[config.mk]
export PLATFORM = sky130hd
export DESIGN_NAME = seq_det_prog
export DESIGN_NICKNAME = d
export VERILOG_FILES = /design/src/rtl/seq_det_pkg.sv /design/src/rtl/seq_det_match_cnt.sv /design/src/rtl/seq_det_prog.sv
export SDC_FILE = /design/constraint.sdc
export NUM_CORES = 1
export LEC_CHECK = 0
export CAP_MARGIN = 20
export CORE_MARGIN = 2
export CORE_UTILIZATION = 55
export CTS_CLUSTER_SIZE = 10
export DETAILED_ROUTE_END_ITERATION = 8
export HOLD_SLACK_MARGIN = 0.12
export PLACE_DENSITY = 0.84
export SETUP_SLACK_MARGIN = 0.02
export SLEW_MARGIN = 20
export SYNTH_ARGS = -nofsm -noshare
export SYNTH_HDL_FRONTEND = slang
export SYNTH_SLANG_ARGS = --single-unit
[constraint.sdc]
create_clock -name clk -period 6.4 [get_ports clk]
set_input_delay 1.28 -clock clk [delete_from_list [all_inputs] [get_ports clk]]
set_output_delay 1.28 -clock clk [all_outputs]
set_load 0.005 [all_outputs]
[src/rtl/seq_det_pkg.sv]
// Shared types and helpers for the programmable serial pattern detector.
// Optional match counter is enabled by defining SEQ_DET_CNT_EN.
package seq_det_pkg;

    typedef enum logic {
        SD_IDLE  = 1'b0,
        SD_ARMED = 1'b1
    } sd_state_e;

    // A pattern length is usable only when it is 1..maxLen bits long.
    function automatic logic len_ok(input logic [31:0] len, input logic [31:0] maxLen);
        return (len != 32'd0) && (len <= maxLen);
    endfunction

endpackage

[src/rtl/seq_det_match_cnt.sv]
// Saturating match counter with a clear that wins over a simultaneous increment.
// Only built when SEQ_DET_CNT_EN is defined.
module seq_det_match_cnt #(
    parameter int CNT_W = 8
) (
    input  logic             clk,
    input  logic             reset,
    input  logic             i_inc,
    input  logic             i_clr,
    output logic [CNT_W-1:0] o_cnt
);

    logic [CNT_W-1:0] r_cnt;

    always_ff @(posedge clk) begin
        if (!reset) begin
            r_cnt <= '0;
        end else if (i_clr) begin
            r_cnt <= '0;
        end else if (i_inc && (r_cnt != '1)) begin
            r_cnt <= r_cnt + CNT_W'(1);
        end
    end

    assign o_cnt = r_cnt;

endmodule

[src/rtl/seq_det_prog.sv]
// Programmable serial pattern detector with run-time pattern, length and overlap mode.
// Define SEQ_DET_CNT_EN to build the saturating match counter; otherwise match_cnt is tied to 0.
module seq_det_prog
    import seq_det_pkg::*;
#(
    parameter int MAX_LEN = 8,
    parameter int CNT_W   = 8,
    parameter int LEN_W   = $clog2(MAX_LEN + 1)
) (
    input  logic               clk,
    input  logic               reset,
    input  logic               in,
    input  logic               in_valid,
    input  logic               cfg_load,
    input  logic [MAX_LEN-1:0] cfg_pattern,
    input  logic [LEN_W-1:0]   cfg_len,
    input  logic               cfg_overlap,
    input  logic               clr_cnt,
    output logic               out,
    output logic               armed,
    output logic               cfg_err,
    output logic [CNT_W-1:0]   match_cnt
);

    sd_state_e          r_state;
    sd_state_e          w_nextState;

    logic [MAX_LEN-1:0] r_pattern;
    logic [LEN_W-1:0]   r_len;
    logic               r_overlap;
    logic [MAX_LEN-1:0] r_hist;
    logic [LEN_W-1:0]   r_fill;
    logic               r_out;
    logic               r_cfgErr;

    logic               w_lenOk;
    logic               w_load;
    logic               w_shift;
    logic [MAX_LEN-1:0] w_nextHist;
    logic [LEN_W-1:0]   w_nextFill;
    logic [MAX_LEN-1:0] w_mask;
    logic               w_match;

    assign w_lenOk = len_ok(32'(cfg_len), 32'(MAX_LEN));
    assign w_load  = cfg_load && w_lenOk;

    // Any cfg_load, legal or not, drops a coincident data bit.
    assign w_shift = (r_state == SD_ARMED) && in_valid && !cfg_load;

    always_comb begin
        w_nextHist = {r_hist[MAX_LEN-2:0], in};
        w_nextFill = (r_fill == LEN_W'(MAX_LEN)) ? r_fill : (r_fill + LEN_W'(1));
        w_mask     = ~({MAX_LEN{1'b1}} << r_len);
        w_match    = w_shift
                  && ((w_nextHist & w_mask) == (r_pattern & w_mask))
                  && (w_nextFill >= r_len);
    end

    always_ff @(posedge clk) begin
        if (!reset) begin
            r_state <= SD_IDLE;
        end else begin
            r_state <= w_nextState;
        end
    end

    always_comb begin
        w_nextState = r_state;
        if (w_load) begin
            w_nextState = SD_ARMED;
        end
    end

    // A non-overlapping match flushes history so its bits cannot start the next match.
    always_ff @(posedge clk) begin
        if (!reset) begin
            r_pattern <= '0;
            r_len     <= '0;
            r_overlap <= 1'b0;
            r_hist    <= '0;
            r_fill    <= '0;
            r_out     <= 1'b0;
            r_cfgErr  <= 1'b0;
        end else begin
            r_out    <= w_match;
            r_cfgErr <= cfg_load && !w_lenOk;
            if (w_load) begin
                r_pattern <= cfg_pattern;
                r_len     <= cfg_len;
                r_overlap <= cfg_overlap;
                r_hist    <= '0;
                r_fill    <= '0;
            end else if (w_shift) begin
                if (w_match && !r_overlap) begin
                    r_hist <= '0;
                    r_fill <= '0;
                end else begin
                    r_hist <= w_nextHist;
                    r_fill <= w_nextFill;
                end
            end
        end
    end

    assign out     = r_out;
    assign armed   = (r_state == SD_ARMED);
    assign cfg_err = r_cfgErr;

`ifdef SEQ_DET_CNT_EN
    seq_det_match_cnt #(
        .CNT_W (CNT_W)
    ) u_match_cnt (
        .clk   (clk),
        .reset (reset),
        .i_inc (w_match),
        .i_clr (clr_cnt),
        .o_cnt (match_cnt)
    );
`else
    logic w_unusedClr;
    assign w_unusedClr = clr_cnt;
    assign match_cnt   = '0;
`endif

endmodule
==> results of run 1 <==
==> worst min-delay path: stages (launching register included) <==
cell and delay (ps):
dfxtp_1 360, inv_1 70, a21oi_1 60
==> metal layers <==
metal | vias to the layer above | GRT usage
li1 | 611 | -
met1 | 600 | 0.2500
met2 | 54 | 0.3538
met3 | 11 | 0.02995
met4 | 0 | 0.07143
met5 | - | 0
==> kinds of logic (layout without fill, tap and decap cells) <==
| family | Yosys count | after routing | share of synthesized area |
|---|---|---|---|
| and+or+nand+nor | 43 | 43 | 0.1554 |
| AOI/OAI and AO/OA | 42 | 42 | 0.2064 |
| DFF | 27 | 27 | 0.3553 |
| buffers and inverters | 25 | 33 | 0.09457 |
| muxes | 12 | 12 | 0.07895 |
| xor gates and xnor gates | 10 | 10 | 0.05756 |
| adders and majority gates | 6 | 6 | 0.04934 |
| other | 1 | 8 | 0.002465 |
==> state kept, by name, indices dropped and copies added (netlist names) <==
signal	count
cfg_err	1
r_pattern	8
r_hist	7
r_overlap	1
r_len	4
armed	1
out	1
r_fill	4
==> final cells by class <==
class / instances / area (sq um)
clock inverter: 1 / 5.005
inverter: 8 / 30.03
tap: 31 / 38.79
timing repair buffer: 21 / 207.7
sequential: 27 / 540.5
fill: 224 / 978.4
multi-input combinational: 121 / 863.3
clock buffer: 3 / 22.52
==> worst max-delay path by stage <==
| stage | from | cells past startpoint | slack [ps] | to |
|---|---|---|---|---|
| 2_1_floorplan | cfg_len[3] | 5 | 3910 | r_len[0] |
| 3_3_place_gp | cfg_load | 6 | 2780 | r_hist[6] |
| 3_5_place_dp | cfg_load | 6 | 2690 | r_hist[1] |
| 4_1_cts | cfg_load | 6 | 3020 | r_hist[6] |
| 5_1_grt | cfg_load | 6 | 2710 | r_hist[6] |
| 6_report | cfg_load | 6 | 2960 | r_hist[2] |
==> power groups by stage <==
stage | combinational [mW] | sequential [mW] | clock, mW
CTS | 0.0539 | 0.179 | 0.0725
finish | 0.0546 | 0.179 | 0.0714
detailed placement | 0.0535 | 0.182 | 0
global route | 0.0598 | 0.179 | 0.0799
floorplan | 0.0416 | 0.181 | 0
global placement | 0.0520 | 0.182 | 0
==> stage by stage <==
step	instance area, sq um	instances	util	total power [mW]
2_1_floorplan	1548	173	-	0.2222
3_3_place_gp	1680	208	0.6255	0.2339
4_1_cts	1708	212	0.6358	0.3050
3_5_place_dp	1680	208	0.6255	0.2358
6_report	1708	212	0.6358	0.3046
5_1_grt	1708	212	0.6358	0.3190
==> placed cells by master (no fill, tap or decap), types with 3 or more instances in the layout <==
cell,count
a22oi_1,3
ha_1,6
clkbuf_4,3
clkdlybuf4s50_1,20
a21oi_1,7
dfxtp_1,27
o21ai_0,3
nand2b_1,3
mux2i_1,12
xnor2_1,10
conb_1,8
inv_1,8
a31oi_1,8
a311oi_1,10
and2_1,10
nor2_1,16
==> out/results.txt, run 1 <==
Synth Instances - 166
worst vdd rail ir drop - 131.8 uV
Switching Power - 81.70 uW
hpwl dp - 2183 microns
met1 wire length - 1261 microns
initial core utilization - 0.5664
Core Region - 2686 sq um
met3 wire length - 189 microns
Worst Hold Depth - 2
power per cell area - 178.3 nW/um^2
Slew @ Worst Pin - 953.5 ps
std cell rows - 19
CP bufs+invs - 2
drt initial violations - 60
Slowest-stage cell, CP - nor4_1
asr flop ratio synth - 0
postcts setup bufs - 0
grt total ovfl - 0
clock share of power - 0.234
die width - 56.60 microns
kind of critical path - in2reg
top sig layer - met4
Final ANT Viol Nets - 0
register area share after synthesis - 0.3553
Gate power share - 0.179
CTS resizes - 0
synth warn - 0
RSZ-0062 raised after global routing - false
Yosys reg bits - 27
Via Count - 1276
Sink Count - 27
Post-synth EDFFs - 0
Final Setup Violations - 0
first-pass GRT wire length - 5209 microns
WL/cell - 14.41 microns
Pint - 222.9 uW
pre-CTS WS - 2695 ps
sequential power share - 0.586
Critical Path Source Type - input port
HP Start - armed
layout cell share with drive strength beyond 1 - 0.04972
DRC Markers - 0
port buffer count - 20
CTS tree - built
Worst path max stage delay - 740 ps
top cells by count, synth - 27 x dfxtp_1, 16 x nor2_1, 12 x mux2i_1
post-synth cell types - 36
crit path cell chain - clkdlybuf4s50_1, and3b_1, o21ai_1, nor4_1, buf_4, a311oi_1
final hold vios - 0
Area Overhead vs Synth - 12.25%
clock slew at reported path FFs - 140 ps
CP endpoint kind - flop
vias in the first global route - 1247
Peak Freq - 291.1 MHz
critical path arrival - 3610 ps
Synth Flop Type - dfxtp_1
delay-heaviest family, CP - simple AND/OR/NAND/NOR gates
RR Endpoint - r_fill[2]
Clock Skew - 9.732 ps
HP Class - reg2reg
Max Root-Sink Buffers - 2
CP Max Fanout - 14
CP required - 6570 ps
switch share - 0.2682
DR vias/cell - 6.019
worst skew pair latency - 320 ps
final WL - 3055 microns
top post-synthesis cells by area - dfxtp_1 36%, mux2i_1 7.9%, a311oi_1 5.8%
count leader, synth - dfxtp_1
Nets - 207
Diodes inserted - 0
leakage - 0.6550 nW
crit path time final - 3435 ps
Hold EP - armed
Max Cap Viol - 0
Worst Reg-to-Reg Cells - 9
share of the synthesized area in the top cell type - 0.3553
die height - 56.60 microns
root buffer cell - clkbuf_4
Setup WS post-layout - 2965 ps
reg2reg setup slack - 3890 ps
largest net degree at the start of global routing - 25
CTS buffer count - 3
drt pass-1 iters - 4
RePlAce Congestion - 0.8268
mapped cell area - 1521 sq um
RR Startpoint - r_fill[0]
hold buffer count at CTS - 0
period utilisation layout - 0.5368
Synth Area per Inst - 9.165 sq um
status - finished, final reports clean
die area - 3203 sq um
setup_tns - 0 ps
Synth area leader - dfxtp_1
hold_ws - 513.8 ps
WL met2 - 1546 microns
Slew HR - 0.3585
CTS H-tree depth - 1
gr usage total - 0.2021
I/O pins - 30
Final Max Tran Viols - 0
initial antenna violation count - 0
No activity file was read; power rests on OpenSTA's default activity.
==> inputs of run 2 (changes only) <==
CORE_UTILIZATION = 51   (was 55)
PLACE_DENSITY = 0.79   (was 0.84)
clock period = 3.2 ns   (was 6.4 ns; I/O delays follow)
==> out/results.txt, run 2 (synthesis results as in run 1) <==
CTS tree - built
RSZ-0062 raised after global routing - false
CTS resizes - 0 (unchanged)
Clock Skew - 17.89 ps (+8.159 ps)
Final ANT Viol Nets - 0 (unchanged)
RePlAce Congestion - 0.8775 (+6.1%)
Multi-input gate area - 863.3 sq um (unchanged)
CP Max Fanout - 12 (-2)
status - finished, violations left
Fill cells - 254 (+13%)
CP endpoint kind - flop
hpwl dp - 2181 microns (about the same)
kind of critical path - reg2reg
RR Startpoint - r_fill[0]
Max Cap Viol - 0 (unchanged)
HP Start - armed
first-pass GRT wire length - 5175 microns (-0.65%)
DRC Markers - 2 (+2)
die area - 3436 sq um (+7.3%)
drt initial violations - 29 (-52%)
drt pass-1 iters - 8 (+4)
postcts setup bufs - 0 (unchanged)
Via Count - 1252 (-1.9%)
Gate power share - 0.180 (about the same)
die width - 58.62 microns (+3.6%)
CTS H-tree depth - 1 (unchanged)
Area Overhead vs Synth - 13.73%
Final Max Tran Viols - 0 (unchanged)
register area - 540.5 sq um (unchanged)
layout cell share with drive strength beyond 1 - 0.06522 (+0.01549)
gr usage total - 0.1922 (-0.009934)
CP required - 3430 ps (-3140 ps)
Core Region - 2805 sq um (+4.4%)
CTS buffer count - 3 (unchanged)
pre-CTS WS - 536.4 ps (-2158 ps)
setup_tns - 0 ps (unchanged)
worst skew pair latency - 330 ps (about the same)
failing checks - design-rule violations
Switching Power - 168.4 uW (+110%)
Diodes inserted - 0 (unchanged)
Max Root-Sink Buffers - 2 (unchanged)
crit path time final - 2439 ps
leakage - 0.6703 nW (+2.3%)
Nets - 210 (+1.4%)
Final Setup Violations - 0 (unchanged)
hold buffer count at CTS - 0 (unchanged)
grt total ovfl - 0 (unchanged)
Slew @ Worst Pin - 765.5 ps (-188.0 ps)
Core Util, Final - 0.6169 (-0.01891)
Setup WS post-layout - 761.3 ps (-2203 ps)
most frequent cells in the layout - 27 x dfxtp_1, 20 x clkdlybuf4s50_1, 16 x nor2_1
Critical Path Source Type - flop
Pint - 447.4 uW (+100%)
HP Class - reg2reg
Slew HR - 0.4897 (+0.1312)
vias in the first global route - 1217 (-2.4%)
critical path arrival - 2660 ps (-950 ps)
final WL - 3023 microns (-1.0%)
max FFs per register - 8 (unchanged)
switch share - 0.2734 (+0.005163)
largest register by flop count - r_pattern
die height - 58.62 microns (+3.6%)
clock slew at reported path FFs - 130 ps (about the same)
worst vdd rail ir drop - 224.2 uV (+70%)
std cell rows - 19 (unchanged)
root buffer cell - clkbuf_4
port buffer count - 20 (unchanged)
largest net degree at the start of global routing - 25 (unchanged)
Worst Setup SP - r_fill[0]
sequential power share - 0.580 (-0.006)
period utilisation layout - 0.7621
power per cell area - 355.9 nW/um^2 (+100%)
final hold vios - 0 (unchanged)
I/O pins - 30 (unchanged)
Peak Freq - 410.1 MHz
DR vias/cell - 5.823 (-3.2%)
initial antenna violation count - 0 (unchanged)
top flop regs - r_pattern x8, r_hist x7
WL/cell - 14.06 microns (-2.4%)
Sink Count - 27 (unchanged)
clock share of power - 0.241 (+0.007)
initial core utilization - 0.5424 (-0.02400)
commonest non-fill, non-tap cell in the layout - dfxtp_1
[run 2: power by group through the flow]
stage | combinational, mW | sequential (mW) | clock (mW)
floorplan | 0.0831 | 0.361 | 0
global placement | 0.107 | 0.364 | 0
detailed placement | 0.110 | 0.364 | 0
CTS | 0.110 | 0.357 | 0.152
global route | 0.122 | 0.359 | 0.167
finish | 0.111 | 0.357 | 0.148
[run 2: layout make-up]
| class | count | share of cell area |
|---|---|---|
| multi-input combinational | 121 | 0.4989 |
| sequential | 27 | 0.3124 |
| clock buffer | 3 | 0.01302 |
| clock inverter | 1 | 0.002892 |
| tap | 31 | 0.02242 |
| inverter | 8 | 0.01735 |
| timing repair buffer | 24 | 0.1330 |
[run 2: routing by layer]
metal  global-route usage  vias to the layer above  routed length, microns
li1                     -                      620                       -
met1               0.2273                      595                    1327
met2               0.3371                       31                    1528
met3              0.03077                        6                     118
met4              0.09416                        0                      49
met5                    0                        -                       0
[run 2: final timing paths]
path                     to  cells after the start  slack [ps]
setup / recovery  r_hist[1]                      9         760
hold / removal        armed                      2         480
setup reg to reg  r_hist[1]                      9         760
hold reg to reg       armed                      2         480
[run 2: worst max-delay path: stages, from the launching register on]
cell	delay [ps]
dfxtp_1	420
inv_1	90
ha_1	210
nand3b_1	130
xnor2_1	150
ha_1	250
nand2b_1	150
a2111oi_2	470
a2111oi_4	170
a311oi_1	320
[run 2: through the flow]
stage	hold slack, ps	power [mW]	cell area, sq um	std cells
floorplan	462.8	0.4445	1548	173
global placement	458.2	0.4703	1703	211
detailed placement	465.5	0.4741	1703	211
CTS	485.1	0.6196	1730	215
global route	521.9	0.6485	1730	215
finish	480.1	0.6158	1730	215
==> inputs of run 3 (changes only) <==
CORE_UTILIZATION = 46   (was 51)
PLACE_DENSITY = 0.75   (was 0.79)
clock period = 2.1 ns   (was 3.2 ns; I/O delays follow)
==> out/results.txt, run 3 (synthesis results as in run 1) <==
status - finished, violations left
failing checks - negative setup slack
I/O pins - 30 (unchanged)
DR vias/cell - 5.304 (-8.9%)
RePlAce Congestion - 0.8078 (-7.9%)
reg2reg setup slack - -110 ps (-880 ps)
most frequent cells in the layout - 25 x dfxtp_1, 24 x buf_4, 20 x clkdlybuf4s50_1
Hold EP - armed
delay-heaviest family, CP - compound AO/OA/AOI/OAI gates
Fill cells - 269 (+5.9%)
port buffer count - 20 (unchanged)
Nets - 232 (+10%)
Gate power share - 0.223 (+0.043)
final hold vios - 0 (unchanged)
period utilisation layout - 1.054 (+0.2922)
pre-CTS WS - -140.2 ps (-676.6 ps)
Final ANT Viol Nets - 0 (unchanged)
largest net degree at the start of global routing - 25 (unchanged)
drt pass-1 iters - 4 (-4)
largest register by flop count - r_pattern
first-pass GRT wire length - 5720 microns (+11%)
Worst Hold Depth - 2 (unchanged)
Worst Reg-to-Reg Cells - 10 (+1)
root buffer cell - clkbuf_4
die height - 61.51 microns (+4.9%)
top flop regs - r_pattern x8, r_hist x7
Worst Setup SP - r_fill[1]
vias in the first global route - 1343 (+10%)
HP Class - reg2reg
DRC Markers - 0 (-2)
crit path time final - 2214 ps (-224.6 ps)
Slowest-stage cell, CP - a2111oi_4
kind of critical path - reg2reg
worst skew pair latency - 330 ps (about the same)
initial antenna violation count - 0 (unchanged)
Via Count - 1326 (+5.9%)
Setup WS post-layout - -114.1 ps (-875.4 ps)
WL/cell - 13.48 microns (-4.1%)
RR Startpoint - r_fill[1]
critical path arrival - 2470 ps (-190 ps)
hpwl dp - 2406 microns (+10%)
CTS buffer count - 3 (unchanged)
CTS tree - built
grt total ovfl - 0 (unchanged)
Final Max Tran Viols - 0 (unchanged)
die width - 61.51 microns (+4.9%)
Critical Path Source Type - flop
RSZ-0062 raised after global routing - true
final WL - 3370 microns (+11%)
Pint - 718.6 uW (+61%)
gr usage total - 0.2024 (+0.01023)
commonest non-fill, non-tap cell in the layout - dfxtp_1
Max Cap Viol - 0 (unchanged)
Diodes inserted - 0 (unchanged)
leakage - 0.7984 nW (+19%)
Sink Count - 27 (unchanged)
switch share - 0.2789 (+0.005471)
Clock Skew - 3.036 ps (-14.86 ps)
initial core utilization - 0.4903 (-0.05205)
Area Overhead vs Synth - 33.72%
power per cell area - 489.8 nW/um^2 (+38%)
worst vdd rail ir drop - 341.6 uV (+52%)
Max Root-Sink Buffers - 2 (unchanged)
std cell rows - 20 (+1)
Peak Freq - 451.7 MHz (+10%)
CP endpoint kind - flop
Final Setup Violations - 12 (+12)
clock slew at reported path FFs - 140 ps (about the same)
CTS H-tree depth - 1 (unchanged)
CP bufs+invs - 2 (+1)
clock share of power - 0.232 (-0.009)
CP required - 2360 ps (-1070 ps)
CP Max Fanout - 5 (-7)
Worst path most repeated cell - a2111oi_4
Core Region - 3103 sq um (+11%)
setup_tns - -963.4 ps (-963.4 ps)
critical path depth - 10 (+1)
die area - 3783 sq um (+10%)
sequential power share - 0.545 (-0.035)
Switching Power - 277.9 uW (+65%)
max FFs per register - 8 (unchanged)
layout cell share with drive strength beyond 1 - 0.2524 (+0.1872)
crit path cell chain - inv_2, ha_4, nand3b_1, xnor2_2, ha_1, nand2b_4, a2111oi_4, a2111oi_4, buf_4, a311oi_1
drt initial violations - 37 (+28%)
RR Endpoint - r_fill[2]
Worst path max stage delay - 360 ps (-110 ps)
HP Start - armed
Final Power - 996.5 uW (+62%)
## run 3: cell count changes in the layout (fill, tap and decap cells not counted), moves of 2 or more
cell and delta:
a311oi_1 -9, a311oi_2 +9, buf_4 +20, dfxtp_1 -2
dfxtp_2 +2, ha_1 -2, inv_1 -2, inv_2 +2
## run 3: how the worst max path moves through the flow
stage / end / slack, ps
floorplan: r_fill[2] / 30
finish: r_fill[2] / -110
CTS: r_fill[2] / -160
global placement: r_hist[0] / -40
detailed placement: r_hist[5] / -140
global route: r_fill[3] / -230
## run 3: power by group through the flow
stage | Combinational [mW] | Sequential [mW] | Clock, mW
after floorplan | 0.131 | 0.551 | 0
after global placement | 0.195 | 0.554 | 0
after detailed placement | 0.202 | 0.555 | 0
after CTS | 0.216 | 0.544 | 0.235
after global routing | 0.241 | 0.546 | 0.256
final | 0.222 | 0.544 | 0.231
## run 3: stage by stage
| stage | util | instance area, sq um | hold slack [ps] | cells |
|---|---|---|---|---|
| after floorplan | - | 1569 | 462.8 | 173 |
| after global placement | 0.6036 | 1873 | 461.5 | 240 |
| after detailed placement | 0.6036 | 1873 | 476.2 | 240 |
| after CTS | 0.6407 | 1988 | 496.1 | 246 |
| after global routing | 0.6556 | 2034 | 515.6 | 250 |
| final | 0.6556 | 2034 | 490.2 | 250 |
## run 3: worst min-delay path, stage by stage, from the launching register on
cell	delay, ps
dfxtp_1	360
inv_1	50
a21oi_1	50
## run 3: final cells by class
class	count	area [sq um]	share of cell area
multi-input cells	121	968.4	0.4760
flip-flops and latches	27	543.0	0.2669
repair buffers	46	411.6	0.2023
well taps	44	55.05	0.02706
inverters	8	30.03	0.01476
clock buffers	4	26.28	0.01292
## run 3: metal layers
metal,global-route usage,part of all wire
met2,0.3504,0.52
met5,0,0
met3,0.03992,0.038
met1,0.2394,0.42
met4,0.09422,0.021
## run 3: what timing repair did
item,CTS,global route
hold buffers,0,0
setup endpoints to repair,12,12
gates resized for setup,16,3
buffers inserted,2,4
pin swaps,9,5
endpoints found under the hold margin,0,0
